`src/rtl/bus_arbiter.sv`:
```
// Round-robin arbiter and 4-phase sequencer for the shared 8-bit system bus.
// One master is granted at a time; completion or timeout is pulsed back, then priority rotates.
module bus_arbiter #(
  parameter int NREQ    = 4,
  parameter int TIMEOUT = 16
) (
  input  logic              clk,
  input  logic              reset,
  input  logic [NREQ-1:0]   req,
  input  logic [8*NREQ-1:0] req_data,
  output logic [NREQ-1:0]   grant,
  output logic [7:0]        bus_data,
  output logic              bus_sent,
  input  logic              bus_received,
  output logic [NREQ-1:0]   done,
  output logic              timeout_err,
  output logic              busy
);

  localparam int PTR_W  = (NREQ > 1) ? $clog2(NREQ) : 1;
  localparam int SCAN_W = PTR_W + 1;
  localparam int CNT_W  = $clog2(TIMEOUT) + 1;

  typedef enum logic [1:0] {
    IDLE,
    WAIT_ACK,
    RELEASE
  } state_t;

  state_t            state, state_d;
  logic [PTR_W-1:0]  ptr, ptr_d;
  logic [PTR_W-1:0]  widx, widx_d;
  logic [CNT_W-1:0]  cnt, cnt_d;
  logic [NREQ-1:0]   grant_d, done_d;
  logic [7:0]        bus_data_d;
  logic              bus_sent_d, timeout_d, busy_d;

  logic              win_found;
  logic [PTR_W-1:0]  win_idx;
  logic [SCAN_W-1:0] scan;

  // Wrap-around search starting at ptr; the first requester found wins.
  always_comb begin
    win_found = 1'b0;
    win_idx   = '0;
    scan      = '0;
    for (int k = 0; k < NREQ; k++) begin
      scan = {1'b0, ptr} + SCAN_W'(k);
      if (scan >= SCAN_W'(NREQ)) scan = scan - SCAN_W'(NREQ);
      if (!win_found && req[scan[PTR_W-1:0]]) begin
        win_found = 1'b1;
        win_idx   = scan[PTR_W-1:0];
      end
    end
  end

  // NOTE: every signal gets a default before the case so no path can infer a latch.
  always_comb begin
    state_d    = state;
    ptr_d      = ptr;
    widx_d     = widx;
    cnt_d      = cnt;
    grant_d    = grant;
    bus_data_d = bus_data;
    bus_sent_d = bus_sent;
    busy_d     = busy;
    done_d     = '0;
    timeout_d  = 1'b0;

    unique case (state)
      IDLE: begin
        if (win_found) begin
          grant_d          = '0;
          grant_d[win_idx] = 1'b1;
          bus_data_d       = req_data[{win_idx, 3'b000} +: 8];
          bus_sent_d       = 1'b1;
          busy_d           = 1'b1;
          widx_d           = win_idx;
          cnt_d            = '0;
          state_d          = WAIT_ACK;
        end
      end
      WAIT_ACK: begin
        // An acknowledge on the final counted cycle still completes the transfer.
        if (bus_received) begin
          bus_sent_d   = 1'b0;
          done_d[widx] = 1'b1;
          state_d      = RELEASE;
        end else if (cnt == CNT_W'(TIMEOUT - 1)) begin
          bus_sent_d = 1'b0;
          timeout_d  = 1'b1;
          state_d    = RELEASE;
        end else begin
          cnt_d = cnt + CNT_W'(1);
        end
      end
      RELEASE: begin
        if (!bus_received) begin
          grant_d = '0;
          busy_d  = 1'b0;
          ptr_d   = (widx == PTR_W'(NREQ - 1)) ? '0 : widx + PTR_W'(1);
          state_d = IDLE;
        end
      end
      default: state_d = IDLE;
    endcase
  end

  // NOTE: registered state uses non-blocking assignments so all flops update together.
  always_ff @(posedge clk) begin
    if (reset) begin
      state       <= IDLE;
      ptr         <= '0;
      widx        <= '0;
      cnt         <= '0;
      grant       <= '0;
      bus_data    <= '0;
      bus_sent    <= 1'b0;
      busy        <= 1'b0;
      done        <= '0;
      timeout_err <= 1'b0;
    end else begin
      state       <= state_d;
      ptr         <= ptr_d;
      widx        <= widx_d;
      cnt         <= cnt_d;
      grant       <= grant_d;
      bus_data    <= bus_data_d;
      bus_sent    <= bus_sent_d;
      busy        <= busy_d;
      done        <= done_d;
      timeout_err <= timeout_d;
    end
  end

endmodule

```
`config.mk`:
```
export PLATFORM = sky130hd
export DESIGN_NAME = bus_arbiter
export DESIGN_NICKNAME = d
export VERILOG_FILES = /design/src/rtl/bus_arbiter.sv
export SDC_FILE = /design/constraint.sdc
export NUM_CORES = 1
export LEC_CHECK = 0
export CORE_MARGIN = 2
export CORE_UTILIZATION = 39
export DETAILED_ROUTE_END_ITERATION = 7
export GPL_TIMING_DRIVEN = 0
export HOLD_SLACK_MARGIN = 0.08
export PLACE_DENSITY = 0.79
export SLEW_MARGIN = 20
export SYNTH_ARGS = -nofsm -noshare
export SYNTH_HDL_FRONTEND = slang
export SYNTH_SLANG_ARGS = --single-unit
```
`constraint.sdc`:
```
create_clock -name clk -period 2.06 [get_ports clk]
set_clock_uncertainty 0.15 [all_clocks]
set_input_delay 0.206 -clock clk [delete_from_list [all_inputs] [get_ports clk]]
set_output_delay 0.206 -clock clk [all_outputs]
set_load 0.01 [all_outputs]
```
## After elaboration in Yosys (flattened, before gate mapping)

Index checks and enable logic that the tools add are counted.

| operators by class | value |
|---|---|
| $add $sub $neg | 9 |
| order comparisons | 12 |
| bitwise logic cells | 2 |
| reductions and logical operators | 19 |
| equal/unequal tests | 9 |
| multiplexer cells | 44 |
| shift-type cells | 1 |

Operator list:

| cell | number |
|---|---|
| $shiftx 32x6->8 | 1 |
| $mux 2 | 13 |
| $lt 2x3->1 const B | 6 |
| $mux 1 | 15 |
| $mux 5 | 3 |
| $pmux 5 s2 | 1 |
| $ge 3x3->1 const B | 3 |
| $reduce_and 3->1 | 3 |
| $bmux 1 s2 | 4 |
| $mux 4 | 2 |
| $ne 2x2->1 const B | 4 |
| $pmux 4 s2 | 1 |
| $sub 2x1->2 const B | 4 |
| $add 2x2->3 const B | 2 |
| $pmux 2 s3 | 1 |
| $reduce_or 3->1 | 2 |
| $add 5x1->5 const B | 1 |
| $eq 5x4->1 const B | 1 |
| $logic_and 1x1->1 | 5 |
| $demux 1 s2 | 2 |
| $eq 2x2->1 const B | 2 |
| $ge 2x1->1 const B | 2 |
| $pmux 1 s2 | 2 |
| $reduce_and 2->1 | 2 |
| other kinds (10) | 14 |

| word-level totals | value |
|---|---|
| logic and storage cells | 106 |
| input bits | 39 |
| output and inout port bits | 19 |
| register bits after elaboration | 30 |

## Longest topological paths before layout

Gate-level depths: netlist of the first run.

| logic depth | value |
|---|---|
| depth in word-level cells | 20 |
| depth in mapped cells | 8 |
| mapped depth without buffers | 7 |

## Worst setup path before layout of the first run

No wires, ideal clock.

| timing path | value |
|---|---|
| kind | register to register |
| start | register ptr[1] |
| end | register bus_data[0] |
| cell stages (with the launch flop) | 9 |
| arrival | 1.797 ns |
| setup time | 0.112 ns |
| path buffers | 3 |
| slack | 0.001 ns |
| required time | 1.798 ns |
| clock period less this slack | 2.059 ns |
| path through | dfxtp_1 > buf_6 > mux2i_1 > nor2_2 > or3_1 > buf_6 > buf_12 > mux2i_1 > a2111oi_1 |

| between the ends | value |
|---|---|
| longest elaborated chain between the ends | 15 |
| elaborated cells between the ends (all ways) | 39 |
| classes of those cells | add/sub (7); order compare (4); shift (1); mux (20); reduce/logical (7) |

Ends and longest elaborated chain:

| element | RTL line | text |
|---|---|---|
| start: declaration | 31 | `logic [PTR_W-1:0] ptr, ptr_d;` |
| start signal: assignment | 124 | `ptr <= ptr_d;` |
| parallel branches: the longest is 15 deep, another holds $add 2x1->3 | - |  |
| end signal: assignment | 128 | `bus_data <= bus_data_d;` |
| end: declaration | 12 | `output logic [7:0] bus_data,` |

Several ways; the timed one is not identified. The select of a mux whose other input is x is not followed.
A chain may end at the register's enable or synchronous reset.

## Worst setup path in the final report of the first run

| timing path | value |
|---|---|
| start | register ptr[1] |
| end | register bus_data[5] |

The elaborated chain is that of the path after synthesis.

==> flow_metrics.py, run 1 <==
metrics = {
    "setup_path": {
        "slowest_stage": "a2111oi_0",
        "critical_path_class": "flip-flop to flip-flop",
        "crit_path_max_fanout": 8,
        "crit_path_cell_trace": "buf_6 -> nand2_4 -> nor2_4 -> or3_4 -> buf_2 -> mux2i_1 -> a2111oi_0",
        "start_kind": "flip-flop",
        "crit_arrival_ns": 2.04,
        "rrSetupSlack_ns": 0.02,
        "critPathMaxStageDelay_ns": 0.46,
        "required_ns": 2.06,
        "crit_path_end_kind": "flip-flop",
    },
    "sta": {
        "final.period_utilization_pct": 99.2,
        "hold_violations": 0,
        "fin_ws_ns": 0.0167,
        "maxSlewViolCount": 0,
        "min_period_ns": 2.04,
        "rsz0062_at_grt": "true",
        "timing.fmax_ghz": 0.489,
        "worstMarginPinSlew_ns": 0.516,
        "setup_viol": 0,
        "relSlewSlack_pct": 65.6,
    },
    "drt": {
        "num_vias": 1489,
        "antenna_left": 0,
        "wl_mm": 3.77,
        "detail_route.first_pass.iterations": 4,
        "avgViaCountPerCell": 5.38,
        "avgRoutedWirePerCell_um": 13.6,
        "drc_errors": 0,
        "drt_iter0_markers": 69,
    },
    "global_routing": {
        "grt-ovfl-total": 0,
        "antenna_found_initial": 0,
        "grt_pass1_vias": 1415,
        "track_usage_pct": 18.8,
        "met1_usage_pct": 23.5,
        "met2_usage_pct": 29.3,
        "use_met3_pct": 7.67,
        "grt_start_max_net_pins": 12,
        "grt_pass1_wl_mm": 6.34,
        "grt.busiest_layer": "met2",
    },
    "power_and_ir_drop": {
        "combPwrFrac_pct": 25.0,
        "power_density_nw_per_um2": 650,
        "p_leak_nw": 0.911,
        "switching_share_pct": 27.7,
        "clkPwrFrac_pct": 32.6,
        "ir_drop_uv": 437,
        "p_int_mw": 1.10,
        "power.switching_mw": 0.421,
        "pwr-share-seq_pct": 42.3,
    },
    "synth": {
        "seq_area_frac_synth_pct": 39.9,
        "synth_adder_area_share_pct": 4.99,
        "async_flop_share_pct": 0,
        "ys_ff_latch": 30,
        "synth_compound_area_share_pct": 17.3,
        "ys_types": 35,
        "synth_edf_count": 0,
        "synth_ff_type": "dfxtp_1",
        "yosys_warnings": 0,
        "synth_top_family_by_area": "simple AND/OR/NAND/NOR gates",
        "synthMuxAreaShare_pct": 7.99,
        "synth_area_per_cell_sq_um": 9.28,
        "synthesis.area_sq_um": 1500,
        "syn_nets": 207,
        "synth_xor_area_share_pct": 1.16,
        "syn_inst": 162,
        "synth_simple_gate_area_share_pct": 23.0,
    },
    "layout": {
        "nNetsFinal": 273,
        "synthToLayoutAreaGrowth_pct": 55.4,
        "n_antenna_cell": 0,
        "drive_gt1_share_pct": 14.4,
        "stdcell_count": 277,
        "final_util_pct": 63.4,
        "final_common_cell": "clkdlybuf4s50_1",
        "layout_common_cells": "53 x clkdlybuf4s50_1, 29 x dfxtp_1, 19 x nor2_1",
    },
    "cts": {
        "cts-root-buf": "clkbuf_8",
        "cts.path.max_buffers": 2,
        "cts_inserted_buffers": 5,
        "htreeDepth": 2,
        "cts.sinks": 30,
        "clkTransAtPathRegs_ns": 0.07,
        "clkLatencyLatePin_ns": 0.28,
        "tritoncts": "built",
    },
    "flow_run": {
        "max_cap_violations": 0,
    },
    "run_status": {
        "status": "finished, final reports clean",
    },
    "placement": {
        "dp_hpwl_mm": 2.71,
        "dp_slack_ns": -0.463,
        "dpl.cell_count": 266,
        "io_buffers": 56,
        "place_congestion": 0.795,
    },
    "floorplan": {
        "rows": 22,
        "die_x_um": 66.1,
        "die_h_um": 66.1,
        "start_util_pct": 40.8,
        "die_area_sq_um": 4370,
        "io-pin-count": 58,
        "core_area_sq_um": 3690,
    },
    "worst_hold_path": {
        "hp-class": "input port to flip-flop",
    },
}
layout make-up:
| class | instances | area [sq um] |
|---|---|---|
| fill | 329 | 1350 |
| multi-input combinational | 118 | 886 |
| timing repair buffer | 61 | 621 |
| sequential | 30 | 604 |
| clock buffer | 6 | 82.6 |
| tap | 48 | 60.1 |
| buffer | 8 | 56.3 |
| inverter | 4 | 15.0 |
| clock inverter | 2 | 12.5 |
flip-flops by register name (all words and copies together) (netlist names):
signal and flops:
bus_data 8, bus_sent 1, grant 4, cnt 5
timeout_err 1, state 2, ptr 2, busy 1
done 4, widx 2
cells in the mapped netlist (5+ instances only):
cell / number / area, sq um
a2111oi_0: 8 / 70.1
a21oi_1: 11 / 55.1
dfxtp_1: 30 / 601
clkbuf_1: 5 / 18.8
nor4b_1: 7 / 61.3
nor3_1: 6 / 30.0
ha_1: 6 / 75.1
nor2_1: 20 / 75.1
or3_1: 5 / 31.3
mux2i_1: 12 / 120
nand2_1: 7 / 26.3
worst paths after layout:
check	start	to	cells past startpoint
worst max-delay path	ptr[1]	bus_data[5]	7
worst min-delay path	reset	bus_data[6]	2
worst max register to register	ptr[1]	bus_data[5]	7
worst min register to register	busy	busy	2
stage by stage:
stage	TNS [ns]	total power, mW	hold slack [ns]	area [sq um]
floorplan	0	0.827	0.133	1500
global placement	-6.71	1.00	0.297	2120
detailed placement	-6.48	1.00	0.300	2120
CTS	0	1.51	0.283	2240
global route	-0.113	1.61	0.319	2340
finish	0	1.52	0.290	2340
critical path, delay by kind of cell, from the launching register on:
kind                   cells  cell delay (ns)
AO/OA/AOI/OAI              1             0.46
buffers and inverters      2             0.30
flip-flops                 1             0.35
multiplexers               1             0.13
AND/OR/NAND/NOR            3             0.52
power groups by stage:
stage	registers [mW]	clock network, mW	logic, mW
6_report	0.644	0.496	0.381
5_1_grt	0.650	0.541	0.416
4_1_cts	0.644	0.513	0.355
3_5_place_dp	0.657	0	0.348
3_3_place_gp	0.657	0	0.345
2_1_floorplan	0.670	0	0.157
logic make-up (layout without fill, tap and decap cells):
group | Yosys count | after routing
AND/OR/NAND/NOR | 64 | 64
AO/OA/AOI/OAI | 34 | 34
flip-flops | 30 | 30
buffers and inverters | 14 | 81
multiplexers | 12 | 12
adder cells (fa/ha/maj) | 6 | 6
XOR/XNOR | 2 | 2
layer usage:
layer / part of all wire [%] / vias to the layer above
met4: 1.6 / 0
met2: 46 / 46
met3: 6.7 / 7
met5: 0 / -
met1: 45 / 696
li1: - / 740
what timing repair did:
| item | CTS | global route |
|---|---|---|
| pin swaps | 5 | 3 |
| endpoints found under the setup margin | 17 | 12 |
| hold endpoints to repair | 0 | 0 |
| cloned | 1 | 1 |
| resized for setup | 8 | 19 |
| buffers inserted | 2 | 1 |
| hold buffers | 0 | 0 |
(Power assumes the default switching activity.)
==> run 2, diff against run 1 <==
--- a/config.mk
+++ b/config.mk
@@ -10,7 +10,7 @@
 export DETAILED_ROUTE_END_ITERATION = 7
 export GPL_TIMING_DRIVEN = 0
 export HOLD_SLACK_MARGIN = 0.08
-export PLACE_DENSITY = 0.79
+export PLACE_DENSITY_LB_ADDON = 0.1
 export SLEW_MARGIN = 20
 export SYNTH_ARGS = -nofsm -noshare
 export SYNTH_HDL_FRONTEND = slang
==> flow_metrics.py, run 2 (synthesis gave the netlist of run 1 again) <==
metrics = {
    "run_status": {
        "status": "finished, final reports clean",
    },
    "layout": {
        "largest_register": "bus_data",
        "n_antenna_cell": 0,
        "top_regs": "bus_data x8, cnt x5",
        "n_fill_cell": 309,
        "stdcell_count": 279,
        "nNetsFinal": 275,
        "final_common_cell": "clkdlybuf4s50_1",
        "synthToLayoutAreaGrowth_pct": 60.1,
        "layout_common_cells": "52 x clkdlybuf4s50_1, 29 x dfxtp_1, 19 x nor2_1",
        "largest_reg_flops": 8,
        "multi_input_area_sq_um": 952,
        "drive_gt1_share_pct": 16.5,
        "seq_area_sq_um": 604,
    },
    "floorplan": {
        "core_area_sq_um": 3690,
        "rows": 22,
        "die_h_um": 66.1,
        "die_area_sq_um": 4370,
        "io-pin-count": 58,
        "die_x_um": 66.1,
        "start_util_pct": 40.8,
    },
    "flow_run": {
        "max_cap_violations": 0,
    },
    "sta": {
        "hold_violations": 0,
        "setup_viol": 0,
        "fin_tns_setup_ns": 0,
        "timing.hold.ws_ns": 0.313,
        "min_period_ns": 2.06,
        "final.period_utilization_pct": 99.9,
        "fin_ws_ns": 0.00190,
        "relSlewSlack_pct": 60.9,
        "rsz0062_at_grt": "true",
        "worstMarginPinSlew_ns": 0.586,
        "maxSlewViolCount": 0,
        "timing.fmax_ghz": 0.486,
    },
    "cts": {
        "cts_inserted_buffers": 5,
        "htreeDepth": 2,
        "cts.path.max_buffers": 2,
        "tritoncts": "built",
        "cts-root-buf": "clkbuf_8",
        "clkLatencyLatePin_ns": 0.27,
        "clkTransAtPathRegs_ns": 0.06,
        "cts.sinks": 30,
        "cts_hold_buf": 0,
    },
    "drt": {
        "avgRoutedWirePerCell_um": 15.9,
        "detail_route.first_pass.iterations": 4,
        "antenna_left": 0,
        "drt_iter0_markers": 86,
        "dr_wl_met3_um": 219,
        "num_vias": 1498,
        "wl_met1_mm": 1.88,
        "drc_errors": 0,
        "wl_mm": 4.43,
        "route.met2.wl_mm": 2.30,
        "avgViaCountPerCell": 5.37,
        "dr.max_layer_used": "met4",
    },
    "placement": {
        "dp_slack_ns": -0.656,
        "dp_hpwl_mm": 3.08,
        "dpl.cell_count": 266,
        "place_congestion": 0.802,
        "io_buffers": 56,
    },
    "setup_path": {
        "crit_path_cell_trace": "mux2i_4 -> nor2_4 -> or3_4 -> buf_6 -> buf_12 -> mux2i_4 -> a2111oi_4",
        "crit_path_end_kind": "flip-flop",
        "start_kind": "flip-flop",
        "required_ns": 2.08,
        "cpMostUsedCell": "mux2i_4",
        "slowest_stage": "dfxtp_4",
        "critPathMaxStageDelay_ns": 0.38,
        "crit_arrival_ns": 2.08,
        "cp_num_buf_inv": 2,
        "cp_top_family": "multiplexers",
        "crit_path_max_fanout": 8,
        "critical_path_class": "flip-flop to flip-flop",
    },
    "global_routing": {
        "grt_pass1_wl_mm": 6.98,
        "track_usage_pct": 20.9,
        "grt_start_max_net_pins": 12,
        "antenna_found_initial": 0,
        "grt_pass1_vias": 1503,
        "grt-ovfl-total": 0,
    },
    "worst_hold_path": {
        "hp-class": "flip-flop to flip-flop",
    },
    "power_and_ir_drop": {
        "ir_drop_uv": 443,
        "power_density_nw_per_um2": 671,
        "p_leak_nw": 0.918,
    },
}
run 2: final timing paths:
check / startpoint / endpoint / slack (ns) / cells past startpoint
max: ptr[1] / bus_data[0] / 0.002 / 7
min: busy / busy / 0.31 / 2
max reg2reg: ptr[1] / bus_data[0] / 0.002 / 7
min reg2reg: busy / busy / 0.31 / 2
run 2: timing repair:
item | in CTS | in global routing
pin swaps | 8 | 5
setup endpoints to repair | 17 | 17
resized for setup | 16 | 21
cloned | 1 | 0
endpoints found under the hold margin | 0 | 0
buffers inserted | 5 | 1
run 2: layout make-up:
cell class | instances | area share [%]
Buffer | 8 | 2.34
Clock buffer | 7 | 3.17
Clock inverter | 1 | 1.25
Inverter | 4 | 0.624
Multi-Input combinational cell | 118 | 39.6
Sequential cell | 30 | 25.1
Tap cell | 48 | 2.49
Timing Repair Buffer | 63 | 25.5
run 2: worst register-to-register path: cells and delay by family (launching register included):
kind / cells / cell delay, ns
AND/OR/NAND/NOR: 2 / 0.39
buffers and inverters: 2 / 0.29
flip-flops: 1 / 0.38
multiplexers: 2 / 0.43
AO/OA/AOI/OAI: 1 / 0.33
run 2: per-stage QoR:
| stage | total power [mW] | util [%] | instance area [sq um] |
|---|---|---|---|
| final | 1.61 | 65.3 | 2410 |
| after global routing | 1.69 | 65.3 | 2410 |
| after CTS | 1.60 | 63.0 | 2320 |
| after detailed placement | 1.01 | 57.6 | 2120 |
| after global placement | 0.999 | 57.6 | 2120 |
| after floorplan | 0.827 | - | 1500 |
run 2: where the power goes:
part	switching (mW)	leakage [nW]	internal, mW	total [mW]
sequential	0.0265	0.247	0.620	0.646
combinational	0.188	0.619	0.220	0.408
clock	0.199	0.0524	0.361	0.560
run 2: per-layer routing:
layer / global-route usage, % / vias to the layer above
met1: 24.0 / 714
met4: 6.89 / 0
met3: 4.43 / 4
met2: 38.1 / 39
li1: - / 741
met5: 0 / -
